**config.mk**
```make
export PLATFORM = sky130hd
export DESIGN_NAME = mux_2x1_arbiter
export DESIGN_NICKNAME = d
export VERILOG_FILES = /design/src/rtl/mux_arb_pkg.sv /design/src/rtl/mux_2x1_bus.sv /design/src/rtl/mux_2x1_arbiter.sv
export SDC_FILE = /design/constraint.sdc
export NUM_CORES = 1
export LEC_CHECK = 0
export ABC_AREA = 1
export BUFFER_PORTS_ARGS = -buffer_cell sky130_fd_sc_hd__buf_2
export CAP_MARGIN = 30
export CORE_AREA = 2 2 39 41
export DETAILED_ROUTE_END_ITERATION = 12
export DIE_AREA = 0 0 41 43
export GPL_TIMING_DRIVEN = 0
export MAX_ROUTING_LAYER = met4
export PLACE_DENSITY = 0.65
export SKIP_LAST_GASP = 1
export SLEW_MARGIN = 20
export SYNTH_ARGS = -nofsm -noshare
export SYNTH_HDL_FRONTEND = slang
export SYNTH_HIERARCHICAL = 1
export SYNTH_SLANG_ARGS = --single-unit
```
**constraint.sdc**
```tcl
create_clock -name clk -period 3.4 [get_ports clk]
set_clock_uncertainty 0.1 [all_clocks]
set_input_delay 0.34 -clock clk [delete_from_list [all_inputs] [get_ports clk]]
set_output_delay 0.34 -clock clk [all_outputs]
set_load 0.03 [all_outputs]
```
**src/rtl/mux_arb_pkg.sv**
```systemverilog
// Shared definitions for the two-source round-robin packet arbiter.
//   ST_IDLE / ST_BUSY : arbiter state encoding (1 bit)
//   SRC0 / SRC1       : source index values carried on the mux select
//   rr_pick()         : round-robin choice among the currently valid sources
package mux_arb_pkg;

    localparam logic ST_IDLE = 1'b0;
    localparam logic ST_BUSY = 1'b1;

    localparam logic SRC0 = 1'b0;
    localparam logic SRC1 = 1'b1;

    // On a tie the source that was not served last wins; a lone requester always wins.
    function automatic logic rr_pick(input logic v0, input logic v1, input logic last_served);
        logic pick;
        if (v0 && v1) begin
            pick = ~last_served;
        end else if (v1) begin
            pick = SRC1;
        end else begin
            pick = SRC0;
        end
        return pick;
    endfunction

endpackage

```
**src/rtl/mux_2x1_bus.sv**
```systemverilog
// Vector 2:1 multiplexer.
//   s  : select (0 -> x1, 1 -> x2)
//   x1 : input vector chosen when s=0
//   x2 : input vector chosen when s=1
//   f  : selected vector
module mux_2x1_bus #(
    parameter int unsigned W = 8
) (
    input  logic         s,
    input  logic [W-1:0] x1,
    input  logic [W-1:0] x2,
    output logic [W-1:0] f
);

    assign f = s ? x2 : x1;

endmodule

```
**src/rtl/mux_2x1_arbiter.sv**
```systemverilog
// Round-robin arbiter sharing one master stream port between two valid/ready/last sources.
// A grant is held for a whole packet and released after the last beat is accepted, leaving
// one idle cycle before the next grant.
//   clk, rst          : clock, asynchronous active-high reset
//   s0_* / s1_*       : source streams (data, valid, last in; ready out)
//   m_data/valid/last : muxed master stream out, m_ready in
//   sel               : registered mux select (0 = s0, 1 = s1)
//   busy              : high while a grant is locked
module mux_2x1_arbiter
    import mux_arb_pkg::*;
#(
    parameter int unsigned W = 8
) (
    input  logic         clk,
    input  logic         rst,
    input  logic [W-1:0] s0_data,
    input  logic         s0_valid,
    input  logic         s0_last,
    output logic         s0_ready,
    input  logic [W-1:0] s1_data,
    input  logic         s1_valid,
    input  logic         s1_last,
    output logic         s1_ready,
    output logic [W-1:0] m_data,
    output logic         m_valid,
    output logic         m_last,
    input  logic         m_ready,
    output logic         sel,
    output logic         busy
);

    logic state_q, state_d;
    logic sel_q, sel_d;
    logic last_served_q, last_served_d;

    logic [W+1:0] bus_x1;
    logic [W+1:0] bus_x2;
    logic [W+1:0] bus_f;
    logic         mux_valid;
    logic         pkt_done;

    // Data, last and valid travel through one mux so they are always steered together.
    assign bus_x1 = {s0_data, s0_last, s0_valid};
    assign bus_x2 = {s1_data, s1_last, s1_valid};

    mux_2x1_bus #(
        .W (W + 2)
    ) u_bus (
        .s  (sel_q),
        .x1 (bus_x1),
        .x2 (bus_x2),
        .f  (bus_f)
    );

    assign m_data    = bus_f[W+1:2];
    assign m_last    = bus_f[1];
    assign mux_valid = bus_f[0];

    assign busy     = (state_q == ST_BUSY);
    assign sel      = sel_q;
    // Outputs decode straight from state so an asynchronous reset drops them immediately.
    assign m_valid  = busy & mux_valid;
    assign s0_ready = busy & (sel_q == SRC0) & m_ready;
    assign s1_ready = busy & (sel_q == SRC1) & m_ready;
    assign pkt_done = m_valid & m_ready & m_last;

    always_comb begin
        state_d       = state_q;
        sel_d         = sel_q;
        last_served_d = last_served_q;
        case (state_q)
            ST_IDLE: begin
                if (s0_valid || s1_valid) begin
                    state_d = ST_BUSY;
                    sel_d   = rr_pick(s0_valid, s1_valid, last_served_q);
                end
            end
            ST_BUSY: begin
                if (pkt_done) begin
                    state_d       = ST_IDLE;
                    last_served_d = sel_q;
                end
            end
            default: state_d = ST_IDLE;
        endcase
    end

    always_ff @(posedge clk or posedge rst) begin
        if (rst) begin
            state_q       <= ST_IDLE;
            sel_q         <= SRC0;
            last_served_q <= SRC1;  // makes s0 win the first tie
        end else begin
            state_q       <= state_d;
            sel_q         <= sel_d;
            last_served_q <= last_served_d;
        end
    end

endmodule

```
==> results of run 1 <==
==> area by class of cell <==
type                    instances  area, um^2  area share (%)
repair buffers                 37       190.2           36.10
multi-input cells              47       187.7           35.63
flip-flops and latches          3       76.32           14.49
clock buffers                   4       26.28           4.988
well taps                      16       20.02           3.800
inverters                       4       15.01           2.850
plain buffers                   1       11.26           2.138
==> through the flow <==
| stage | setup WS, ns | instance area, um^2 | total power, uW | hold WS, ns |
|---|---|---|---|---|
| floorplan | 1.787 | 290.3 | 336.9 | -0.007082 |
| global placement | 1.868 | 490.5 | 438.7 | 0.1083 |
| detailed placement | 1.854 | 490.5 | 443.0 | 0.1146 |
| CTS | 1.592 | 526.8 | 510.8 | 0.2465 |
| global route | 1.507 | 526.8 | 544.5 | 0.2711 |
| finish | 1.613 | 526.8 | 502.9 | 0.2521 |
==> cells by family (layout without fill, tap and decap cells) <==
family	after synthesis	after routing	share of synthesized area (%)
and+or+nand+nor	44	44	58.19
AOI/OAI and AO/OA	3	3	6.466
buffers and inverters	5	46	9.050
DFF	3	3	26.30
==> worst max path at each step <==
stage                     startpoint      end  slack (ns)
after floorplan                  sel  m_valid        1.79
after global placement           sel  m_valid        1.87
after CTS                        sel  m_valid        1.59
after detailed placement         sel  m_valid        1.85
after global routing             sel  m_valid        1.51
final                            sel  m_valid        1.61
==> worst max-delay path: stages, from the launching register on <==
cell     delay, ns
dfrtp_1       0.45
inv_2         0.18
nand2_1       0.08
nand2_1       0.08
nand2_2       0.08
inv_1         0.06
buf_2         0.18
==> routing by layer <==
metal | GRT usage, % | vias to the layer above | wire length, um
met5 | - | - | 0
met3 | 1.571 | 4 | 95
met1 | 11.61 | 189 | 386
li1 | - | 245 | -
met2 | 21.88 | 23 | 452
met4 | 12.00 | 0 | 32
==> power by group through the flow <==
stage / Combinational [uW] / Sequential [uW] / Clock (uW)
2_1_floorplan: 243 / 94.3 / 0
3_3_place_gp: 360 / 78.4 / 0
3_5_place_dp: 364 / 79.2 / 0
4_1_cts: 365 / 78.9 / 66.5
5_1_grt: 396 / 81.8 / 66.8
6_report: 361 / 77.9 / 64.1
==> cell usage after synthesis <==
cell type	n	area [um^2]
o21ai_2	1	8.760
nand3_1	1	5.000
nor2_1	3	11.26
inv_1	3	11.26
buf_6	1	11.26
nand2_1	39	146.4
dfrtp_1	2	50.05
inv_2	1	3.750
dfstp_2	1	26.28
nand2_2	1	6.260
o21ai_1	2	10.01
==> sequential cells by signal, indices dropped and copies added (netlist names) <==
register       flops
last_served_q      1
busy               1
sel                1
==> impl_metrics.tcl, run 1 <==
set metrics [dict create \
    cts_buffer_depth 2 \
    pwr-share-clk_pct 12.7 \
    drtIter0Drc 4 \
    cts_sinks 3 \
    p_leak_uw 0.0003534 \
    tns_ns 0 \
    fmax_mhz 559.5 \
    post_drt_wl_per_cell_um 8.634 \
    cp-start-kind "register" \
    post-place-cells 107 \
    maxSlewViolCount 0 \
    gp_congestion 0.6716 \
    worst_slew_pin_slew_ns 0.2451 \
    internal-power_uw 205.6 \
    insertion_delay_ns 0.24 \
    status "finished, final reports clean" \
    layout_common_cells "nand2_1 (39), buf_2 (36), nor2_1 (3), inv_1 (3), clkbuf_4 (3)" \
    r2r_setup_slack_ns 2.13 \
    nNetsFinal 120 \
    start_util_pct 20.98 \
    ios 37 \
    htree_levels 1 \
    finalSetupViolCount 0 \
    yosysSeqAreaShare_pct 26.29 \
    maxCapViolations 0 \
    drc 0 \
    clkTransAtPathRegs_ns 0.04 \
    finalCritPeriodShare_pct 52.57 \
    clockRootBuffer "clkbuf_4" \
    min_period_ns 1.787 \
    wl_um 967 \
    relSlewSlack_pct 83.66 \
    syn_nets 78 \
    ys_ff_latch 3 \
    holdPathStages 3 \
    grt_setup_unrepaired "false" \
    grt_start_max_net_pins 11 \
    arrival_ns 1.35 \
    pwr-share-comb_pct 71.8 \
    dp_hpwl_um 779.4 \
    num_vias 461 \
    n_antenna_cell 0 \
    nFillCells 162 \
    finalHoldViolCount 0 \
    die_h_um 43 \
    timing.rr.start "sel" \
    drive_above_1_share_pct 45.83 \
    worst-r2r-cell-count 6 \
    worstPathRequired_ns 2.96 \
    switching_power_uw 297.3 \
    syn_area_um2 290.3 \
    grt_pass1_vias 432 \
    cts_hold_buf 1 \
    core-area_um2 1384 \
    path_class "register to output pin" \
    antenna_left 0 \
    grt_overflow 0 \
    fin_cells 112 \
    min-delay-start "s0_valid" \
    dieArea_um2 1763 \
    power_density_nw_per_um2 954.7 \
    holdPathEnd "busy" \
    ys_warn_count 6 \
    grt_pass1_wl_um 1504 \
    cts_setup_buffers 0 \
    fin_util_pct 38.07 \
    cts_tree "built" \
    ctsResizeCount 0 \
    final_common_cell "nand2_1" \
    worst_setup_path_end_kind "output pin" \
    syn_inst 55 \
    rows 14 \
    timing.rr.end "busy" \
    die_w_um 41 \
    avgSynthCellArea_um2 5.278 \
    swShare_pct 59.11 \
    cts-buffers-inserted 3 \
    globalRouteTotalUtil_pct 13.08 \
    hold_path.class "primary input to register" \
    cp_max_fo 10 \
    synthDistinctLibCells 11 \
    viasPerCell 4.116 \
    syn2layout_area_growth_pct 81.47 \
    vdd_drop_max_mv 0.3617 \
    port_buffers 36 \
    drtPass1Iterations 2 \
    seq_power_share_pct 15.5 \
    grt_antenna_before_repair 0 \
]
Power figures use the tool's default switching activity.
==> inputs of run 2 (changes only) <==
- ABC_AREA: 1 -> 0
- PLACE_DENSITY: 0.65 -> 0.7
- clock period: 3.4 -> 1.6 ns (I/O delays scaled with it)
==> run 2 against run 1 <==
Against the previous run:
- register-to-register slack lost 2.0 ns
- synthesized cell count shrank 53%
- die area unchanged
- final cell count fell by 23%
- design area increased by 24%
- hold slack worse by 0.15 ns
- first-iteration DRC count shrank 50%
- sequential cell count unchanged
- global-route usage is 0.50 points lower
- via count decreased by 21%
==> impl_metrics.tcl, run 2 <==
set metrics [dict create \
    status "finished, final reports clean" \
    yosysSeqAreaShare_pct 23.46 \
    num_vias 363 \
    arrival_ns 1.27 \
    insertion_delay_ns 0.23 \
    worst_slew_pin_slew_ns 0.2684 \
    die_w_um 41 \
    holdPathEnd "busy" \
    nNetsFinal 94 \
    synth_area_leaders "mux2_4 (51%), dfrtp_1 (15%), dfstp_2 (8.1%)" \
    syn2layout_area_growth_pct 101.5 \
    cp_max_fo 5 \
    grt_pass1_wl_um 1449 \
    worstPathRequired_ns 1.34 \
    grt_overflow 0 \
    synth_common_cells "mux2_4 (11), dfrtp_1 (2), inv_1 (2), nand2_1 (2)" \
    ys_ff_latch 3 \
    cts_sinks 3 \
    relSlewSlack_pct 82.10 \
    clockRootBuffer "clkbuf_4" \
    post_drt_wl_per_cell_um 10.76 \
    yosysTopAreaCellShare_pct 50.77 \
    wl_um 925 \
    yosysMostFrequentCell "mux2_4" \
    final_area_um2 655.6 \
    rows 14 \
    worst_setup_path_end_kind "output pin" \
    finalSetupViolCount 0 \
    grt_antenna_before_repair 0 \
    drtPass1Iterations 2 \
    holdPathStages 2 \
    cts-buffers-inserted 3 \
    hold_path.class "primary input to register" \
    clkTransAtPathRegs_ns 0.04 \
    ys_warn_count 6 \
    maxCapViolations 0 \
    n_antenna_cell 0 \
    async_flop_share_pct 100.0 \
    cp-start-kind "register" \
    timing.rr.start "sel" \
    vdd_drop_max_mv 0.7757 \
    layout_common_cells "buf_2 (27), mux2_4 (11), buf_6 (11)" \
    cts_tree "built" \
    power_density_nw_per_um2 1800 \
    nFillCells 143 \
    antenna_left 0 \
    fmax_mhz 652.5 \
    die_h_um 43 \
    gp_congestion 0.6112 \
    finalCritPeriodShare_pct 95.79 \
    start_util_pct 23.51 \
    globalRouteTotalUtil_pct 12.58 \
    final_common_cell "buf_2" \
    drive_above_1_share_pct 85.71 \
    timing.rr.end "last_served_q" \
    placed_cell_area_um2 539.3 \
    min-delay-start "s0_valid" \
    syn_area_um2 325.3 \
    syn_nets 49 \
    core-area_um2 1384 \
    r2r_setup_slack_ns 0.13 \
    ios 37 \
    drtIter0Drc 2 \
    grt_start_max_net_pins 9 \
    dieArea_um2 1763 \
    whs_ns 0.1046 \
    worst-r2r-cell-count 4 \
    htree_levels 1 \
    synth-edff-count 0 \
    avgSynthCellArea_um2 12.51 \
    drc 0 \
    grt_setup_unrepaired "false" \
    grt_pass1_vias 397 \
    syn_inst 26 \
    synthDistinctLibCells 13 \
    synth_top_cell_by_area "mux2_4" \
    path_class "register to output pin" \
    p_leak_uw 0.0003636 \
    ys.flop_type "dfrtp_1" \
    port_buffers 36 \
    power_uw 1180 \
    finalHoldViolCount 0 \
    cts_buffer_depth 2 \
    min_period_ns 1.533 \
    viasPerCell 4.221 \
    maxSlewViolCount 0 \
]
run 2: changes by cell type after synthesis, sizes merged:
cell | before | now
nand2 | 40 | 2
o31a | 0 | 1
nand4 | 0 | 1
mux2 | 0 | 11
nand3 | 1 | 0
and3 | 0 | 1
nor2 | 3 | 1
nand2b | 0 | 1
and2 | 0 | 1
inv | 4 | 2
a32o | 0 | 1
o21ai | 3 | 0
run 2: layout make-up:
| cell class | instances | area [um^2] | area share [%] |
|---|---|---|---|
| inverter | 2 | 7.507 | 1.145 |
| timing repair buffer | 41 | 284.0 | 43.32 |
| clock buffer | 4 | 26.28 | 4.008 |
| multi-input combinational | 20 | 240.2 | 36.64 |
| sequential | 3 | 77.57 | 11.83 |
| tap | 16 | 20.02 | 3.053 |
run 2: how the worst max path moves through the flow:
| stage | to | startpoint | slack (ns) | cells after the start |
|---|---|---|---|---|
| after floorplan | last_served_q | sel | -0.01 | 4 |
| after global placement | m_valid | sel | 0.07 | 4 |
| final | m_valid | sel | 0.07 | 3 |
| after global routing | m_valid | sel | 0.03 | 3 |
| after CTS | m_data[1] | sel | -0.02 | 4 |
| after detailed placement | m_valid | sel | 0.07 | 4 |
run 2: where the power goes:
group	internal (uW)	switching (uW)	leakage, uW	total (uW)
combinational	459	423	0.000318	882
sequential	119	45.7	0.0000310	165
clock	93.5	39.7	0.0000150	133
total	672	508	0.000364	1180
run 2: cell families after synthesis:
| group | Yosys count | share of synthesized area (%) |
|---|---|---|
| AOI/OAI and AO/OA | 2 | 6.154 |
| and+or+nand+nor | 7 | 13.85 |
| DFF | 3 | 23.46 |
| muxes | 11 | 50.77 |
| buffers and inverters | 3 | 5.770 |
run 2: per-layer routing:
layer / GRT usage (%) / vias up / wire, um / share of wire, %
met1: 9.385 / 162 / 287 / 31
met2: 24.38 / 20 / 566 / 61
met5: - / - / 0 / 0
li1: - / 181 / - / -
met3: 1.571 / 0 / 71 / 7.7
met4: 8.000 / 0 / 0 / 0
run 2: stage by stage:
| stage | util, % | setup WS [ns] | instances | setup TNS (ns) |
|---|---|---|---|---|
| detailed placement | 38.97 | 0.07004 | 78 | 0 |
| floorplan | - | -0.01198 | 26 | -0.01198 |
| global route | 47.38 | 0.02673 | 86 | 0 |
| finish | 47.38 | 0.06734 | 86 | 0 |
| global placement | 38.97 | 0.07352 | 78 | 0 |
| CTS | 48.19 | -0.02398 | 87 | -0.09457 |
run 2: timing repair:
| item | CTS | global route |
|---|---|---|
| setup endpoints to repair | 2 | 9 |
| hold buffers | 1 | 0 |
| setup buffers | 4 | 0 |
| endpoints found under the hold margin | 3 | 0 |
| gates resized for setup | 20 | 1 |
run 2: worst max-delay path, cell delays in order, from the launching register on:
cell and delay [ns]:
dfrtp_2 0.44, mux2_4 0.31, and2_4 0.16, buf_6 0.13
